**src/rtl/tnn_feature_frontend_if.sv**
```systemverilog
// tnn_feature_frontend_if: raw feature beat channel and classifier result channel
interface tnn_feature_frontend_if;
  logic       in_valid;
  logic       in_ready;
  logic [7:0] in_data;
  logic       in_last;
  logic       res_valid;
  logic       res_ready;
  logic       res_class;
  logic       res_err;
  modport master (
    output in_valid, in_data, in_last, res_ready,
    input  in_ready, res_valid, res_class, res_err
  );
  modport slave (
    input  in_valid, in_data, in_last, res_ready,
    output in_ready, res_valid, res_class, res_err
  );
endinterface

```
**src/rtl/tnn_feature_frontend.sv**
```systemverilog
// tnn_feature_frontend: quantise 8-bit feature beats to 2-bit codes, pack eight for the classifier and return its decision; TNN_THRESH_LOAD_EN adds per-feature threshold registers
module tnn_feature_frontend #(
  parameter logic [7:0] TH0 = 8'd64,
  parameter logic [7:0] TH1 = 8'd128,
  parameter logic [7:0] TH2 = 8'd192,
  parameter int EVAL_WAIT = 1
) (
  input  logic                         clk,
  input  logic                         rst,
  tnn_feature_frontend_if.slave        bus,
  output logic [15:0]                  feat_vec,
  input  logic                         cls_in
`ifdef TNN_THRESH_LOAD_EN
  ,
  input  logic                         cfg_we,
  input  logic [4:0]                   cfg_addr,
  input  logic [7:0]                   cfg_wdata
`endif
);
  typedef enum logic [1:0] {COLLECT, EVAL, OUT} state_t;
  state_t     state;
  logic [2:0] idx;
  logic [3:0] cnt;
  logic       err_pend;
  logic [7:0] t0, t1, t2;
  logic [1:0] code;
  logic       take;
  if (TH0 > TH1 || TH1 > TH2) begin : g_th_order
    $error("tnn_feature_frontend: thresholds must satisfy TH0 <= TH1 <= TH2");
  end
  if (EVAL_WAIT < 1 || EVAL_WAIT > 15) begin : g_wait_range
    $error("tnn_feature_frontend: EVAL_WAIT must be 1..15");
  end
`ifdef TNN_THRESH_LOAD_EN
  logic [7:0] th [8][3];
  // per-feature thresholds, writable in any state; select 3 is reserved
  always_ff @(posedge clk)
    if (rst) begin
      for (int i = 0; i < 8; i++) begin
        th[i][0] <= TH0;
        th[i][1] <= TH1;
        th[i][2] <= TH2;
      end
    end else if (cfg_we && cfg_addr[1:0] != 2'd3) th[cfg_addr[4:2]][cfg_addr[1:0]] <= cfg_wdata;
  assign t0 = th[idx][0];
  assign t1 = th[idx][1];
  assign t2 = th[idx][2];
`else
  assign t0 = TH0;
  assign t1 = TH1;
  assign t2 = TH2;
`endif
  assign code = 2'(bus.in_data >= t0) + 2'(bus.in_data >= t1) + 2'(bus.in_data >= t2);
  assign take = bus.in_valid && bus.in_ready;
  // collect eight codes, hold them for the classifier, then hand the decision out
  always_ff @(posedge clk)
    if (rst) begin
      state         <= COLLECT;
      idx           <= '0;
      cnt           <= '0;
      err_pend      <= 1'b0;
      feat_vec      <= '0;
      bus.in_ready  <= 1'b0;
      bus.res_valid <= 1'b0;
      bus.res_class <= 1'b0;
      bus.res_err   <= 1'b0;
    end else begin
      case (state)
        COLLECT: begin
          bus.in_ready <= 1'b1;
          if (take) begin
            feat_vec[{idx, 1'b0} +: 2] <= code;
            idx <= idx + 3'd1;
            if (bus.in_last || idx == 3'd7) begin
              err_pend     <= !(bus.in_last && idx == 3'd7);
              cnt          <= 4'(EVAL_WAIT);
              bus.in_ready <= 1'b0;
              state        <= EVAL;
            end
          end
        end
        EVAL:
          if (cnt == 4'd0) begin
            bus.res_class <= cls_in;
            bus.res_err   <= err_pend;
            bus.res_valid <= 1'b1;
            state         <= OUT;
          end else cnt <= cnt - 4'd1;
        OUT:
          if (bus.res_ready) begin
            bus.res_valid <= 1'b0;
            bus.in_ready  <= 1'b1;
            idx           <= '0;
            err_pend      <= 1'b0;
            feat_vec      <= '0;
            state         <= COLLECT;
          end
        default: state <= COLLECT;
      endcase
    end
endmodule

```
**src/flat_wrapper.sv**
```systemverilog
// flat-port wrapper written by rule: the top's interface ports become plain ports
module tnn_feature_frontend_flat 
#(
  parameter logic [7:0] TH0 = 8'd64,
  parameter logic [7:0] TH1 = 8'd128,
  parameter logic [7:0] TH2 = 8'd192,
  parameter int EVAL_WAIT = 1
)
  (clk, rst, feat_vec, cls_in, bus_in_valid, bus_in_data, bus_in_last, bus_res_ready, bus_in_ready, bus_res_valid, bus_res_class, bus_res_err);
  tnn_feature_frontend_if bus_i ();
  input  logic clk;
  input  logic rst;
  output logic [15:0] feat_vec;
  input  logic cls_in;
  input wire logic [$bits(bus_i.in_valid)-1:0] bus_in_valid;
  input wire logic [$bits(bus_i.in_data)-1:0] bus_in_data;
  input wire logic [$bits(bus_i.in_last)-1:0] bus_in_last;
  input wire logic [$bits(bus_i.res_ready)-1:0] bus_res_ready;
  output wire logic [$bits(bus_i.in_ready)-1:0] bus_in_ready;
  output wire logic [$bits(bus_i.res_valid)-1:0] bus_res_valid;
  output wire logic [$bits(bus_i.res_class)-1:0] bus_res_class;
  output wire logic [$bits(bus_i.res_err)-1:0] bus_res_err;
  assign bus_i.in_valid = bus_in_valid;
  assign bus_i.in_data = bus_in_data;
  assign bus_i.in_last = bus_in_last;
  assign bus_i.res_ready = bus_res_ready;
  assign bus_in_ready = bus_i.in_ready;
  assign bus_res_valid = bus_i.res_valid;
  assign bus_res_class = bus_i.res_class;
  assign bus_res_err = bus_i.res_err;
  tnn_feature_frontend #(.TH0(TH0), .TH1(TH1), .TH2(TH2), .EVAL_WAIT(EVAL_WAIT)) u_core (.clk(clk), .rst(rst), .bus(bus_i), .feat_vec(feat_vec), .cls_in(cls_in));
endmodule
```
**config.mk**
```make
export PLATFORM = sky130hd
export DESIGN_NAME = tnn_feature_frontend_flat
export DESIGN_NICKNAME = d
export VERILOG_FILES = /design/src/rtl/tnn_feature_frontend_if.sv /design/src/rtl/tnn_feature_frontend.sv /design/src/flat_wrapper.sv
export SDC_FILE = /design/constraint.sdc
export NUM_CORES = 1
export LEC_CHECK = 0
export CORE_MARGIN = 8
export CORE_UTILIZATION = 44
export CTS_CLUSTER_DIAMETER = 150
export CTS_CLUSTER_SIZE = 25
export DETAILED_ROUTE_END_ITERATION = 10
export GPL_ROUTABILITY_DRIVEN = 0
export PLACE_DENSITY = 0.74
export SYNTH_ARGS = -nofsm -noshare
export SYNTH_HDL_FRONTEND = slang
export SYNTH_SLANG_ARGS = --single-unit
export TNS_END_PERCENT = 10
```
**constraint.sdc**
```tcl
create_clock -name clk -period 1.91 [get_ports clk]
set_input_delay 0.4775 -clock clk [delete_from_list [all_inputs] [get_ports clk]]
set_output_delay 0.4775 -clock clk [all_outputs]
set_load 0.005 [all_outputs]
```
==> flow_summary.json <==
{
  "die_h_um": 74.34,
  "worstSetupPathType": "reg -> reg",
  "cp_slowest_stage_delay_ns": 0.59,
  "clk_latency_ns": 0.33,
  "num-nets-final": 241,
  "antenna_found_initial": 0,
  "dp.cells": 257,
  "ys_seq_area_frac": 0.4010,
  "startpoint_type": "register",
  "rows": 21,
  "post_cts_buffers": 0,
  "cellPowerDensity_nw_per_um2": 611.9,
  "die_area_um2": 5526,
  "leakagePower_uw": 0.0007173,
  "crit_slowest_cell": "or4b_4",
  "ys_warn_count": 0,
  "clockBufferDepth": 2,
  "crit_buf_inv": 1,
  "io_pins": 34,
  "io_buffers": 27,
  "met2_length_um": 1705,
  "layoutNonFillerInstCount": 264,
  "hold_path_depth": 2,
  "synth_fp_nets": 201,
  "core_um2": 3311,
  "synth_xor_area_frac": 0,
  "root_buffer": "clkbuf_4",
  "clkTransAtPathRegs_ns": 0.09,
  "yosysTopAreaCell": "dfxtp_1",
  "ys.flop_type": "dfxtp_1",
  "pre_cts_ws_ns": -0.1416,
  "ys_ff_latch": 30,
  "num_vias": 1404,
  "wl_per_cell_um": 13.91,
  "grt-ovfl-total": 0,
  "critPathMaxFanout": 5,
  "report.final.slew_viol_count": 0,
  "fin_ws_ns": 0.1349,
  "first_pass_iters": 4,
  "avgViaCountPerCell": 5.318,
  "r2r_cells": 6,
  "synthSimpleGateAreaFrac": 0.2565,
  "wirelength_um": 3672,
  "cts_htree_levels": 2,
  "cts_tree": "built",
  "ant_nets": 0,
  "cts_made_buffers": 5,
  "async_flop_share": 0,
  "syn_inst": 178,
  "synth_edf_count": 0,
  "fp.dieW_um": 74.34,
  "start_util": 0.4524,
  "insertedDiodeCount": 0,
  "final-setup-viol-count": 0,
  "synth_area_per_cell_um2": 8.414,
  "status": "completed",
  "wl_met3_um": 209,
  "yosys.area_share.adder": 0.07519,
  "clock_skew_ns": 0.008914,
  "cp-end-kind": "register",
  "crit_arrival_ns": 2.05,
  "critical_path.top_delay_family": "simple AND/OR/NAND/NOR gates",
  "clkSinkCount": 30,
  "yosysUniqueCellTypes": 43,
  "min_period_over_period": 0.9294,
  "yosys-mux-area-fraction": 0.02673,
  "drtIter0Drc": 119,
  "synth_area_leaders": "dfxtp_1 (40%), ha_1 (7.5%), nand2_1 (4.8%)",
  "max_freq_mhz": 563.3,
  "area_delta_synth_final_pct": 30.33,
  "hp-class": "reg -> reg",
  "place_hpwl_um": 2769,
  "drc": 0,
  "grt_first_pass_wirelength_um": 6272,
  "met1_length_um": 1638,
  "rsz0062_at_grt": "no",
  "drive_gt1_frac": 0.1376,
  "layout_min_cycle_time_ns": 1.775,
  "grt_max_degree": 20,
  "synth_top_area_frac": 0.4010,
  "required_ns": 2.18,
  "top_layer_used": "met4",
  "gr-usage-all-layers": 0.1456,
  "synth-compound-area-share": 0.1763,
  "grt_pass1_vias": 1424,
  "cp_cell_sequence": "inv_2 -> ha_1 -> or4b_4 -> nor3_4 -> nand2_1 -> o21ai_1",
  "relSlewSlack": 0.7216,
  "synth_top_family_by_area": "simple AND/OR/NAND/NOR gates",
  "ir_worst_vdd_v": 0.0003656,
  "synth_area_um2": 1498,
  "worst-path-stages": 6,
  "final_hold_viol_count": 0,
  "max_slew.worst_pin.slew_ns": 0.4168,
  "cap_violations": 0
}
final timing paths:
kind | start | slack, ns | endpoint
setup / recovery | u_core.idx[0] | 0.13 | u_core.feat_vec[7]
hold / removal | u_core.feat_vec[12] | 0.45 | u_core.feat_vec[12]
setup reg to reg | u_core.idx[0] | 0.13 | u_core.feat_vec[7]
hold reg to reg | u_core.feat_vec[12] | 0.45 | u_core.feat_vec[12]
Yosys cell counts (2+ instances only):
library cell  number
nor2b_1            2
a21oi_1            6
nand4_1            3
a31oi_1            9
ha_1               9
and4_1             2
and2_1             2
inv_1             11
a22oi_1            2
nand3_1            8
buf_2              5
o22ai_1            4
o21ai_1            6
mux2i_1            4
nand2_1           19
nor3_1             7
nand2b_1           5
dfxtp_1           30
nor2_1            18
o21ai_0            3
layer usage:
metal  up-vias  GRT usage
met5         -          0
met3        11    0.02965
met4         0     0.1109
li1        705          -
met2        37     0.2412
met1       651     0.1604
final cells by class:
type | instances | area, µm²
sequential | 30 | 600.6
timing repair buffer | 42 | 382.9
multi-input combinational | 127 | 820.8
clock buffer | 7 | 45.04
tap | 46 | 57.56
inverter | 12 | 45.04
fill | 300 | 1359
stage by stage:
| step | hold WS [ns] | total power, µW | TNS, ns | area [µm²] | util |
|---|---|---|---|---|---|
| 2_1_floorplan | 0.4447 | 777.8 | 0 | 1498 | - |
| 3_3_place_gp | 0.4398 | 848.6 | -1.392 | 1887 | 0.5699 |
| 3_5_place_dp | 0.4447 | 857.0 | -1.640 | 1887 | 0.5699 |
| 4_1_cts | 0.4569 | 1196 | 0 | 1932 | 0.5835 |
| 5_1_grt | 0.4824 | 1249 | 0 | 1952 | 0.5896 |
| 6_report | 0.4532 | 1194 | 0 | 1952 | 0.5896 |
cell families after synthesis:
family / after synthesis
DFF: 30
AOI/OAI and AO/OA: 38
and+or+nand+nor: 76
buffers and inverters: 21
adders and majority gates: 9
muxes: 4
flip-flops by register name, summed over array words and instances, names as in the netlist:
register / count
u_core.state: 2
u_core.bus.res_valid: 1
u_core.err_pend: 1
u_core.bus.res_err: 1
u_core.bus.in_ready: 1
u_core.cnt: 4
u_core.feat_vec: 16
u_core.idx: 3
u_core.bus.res_class: 1
report_power, final:
group          internal (µW)  switching (µW)
registers                639            10.4
logic                   92.6             108
clock network            138             206
worst min-delay path, stage by stage, from the launching register on:
cell and delay (ns):
dfxtp_1 0.32, nand2_1 0.05, o21ai_1 0.05
layout by cell type (no fill, tap or decap), types with 6 or more instances in the layout:
master and instances:
dfxtp_1 30, clkdlybuf4s50_1 27, nand2_1 19, nor2_1 18, buf_4 15, inv_1 10
a31oi_1 9, ha_1 9, nand3_1 8, a21oi_1 6, o21ai_1 6
what timing repair did:
item                                    CTS  global route
endpoints found under the setup margin    0             4
hold buffers                              0             0
gates resized for setup                   0             5
(Power assumes the default switching activity.)
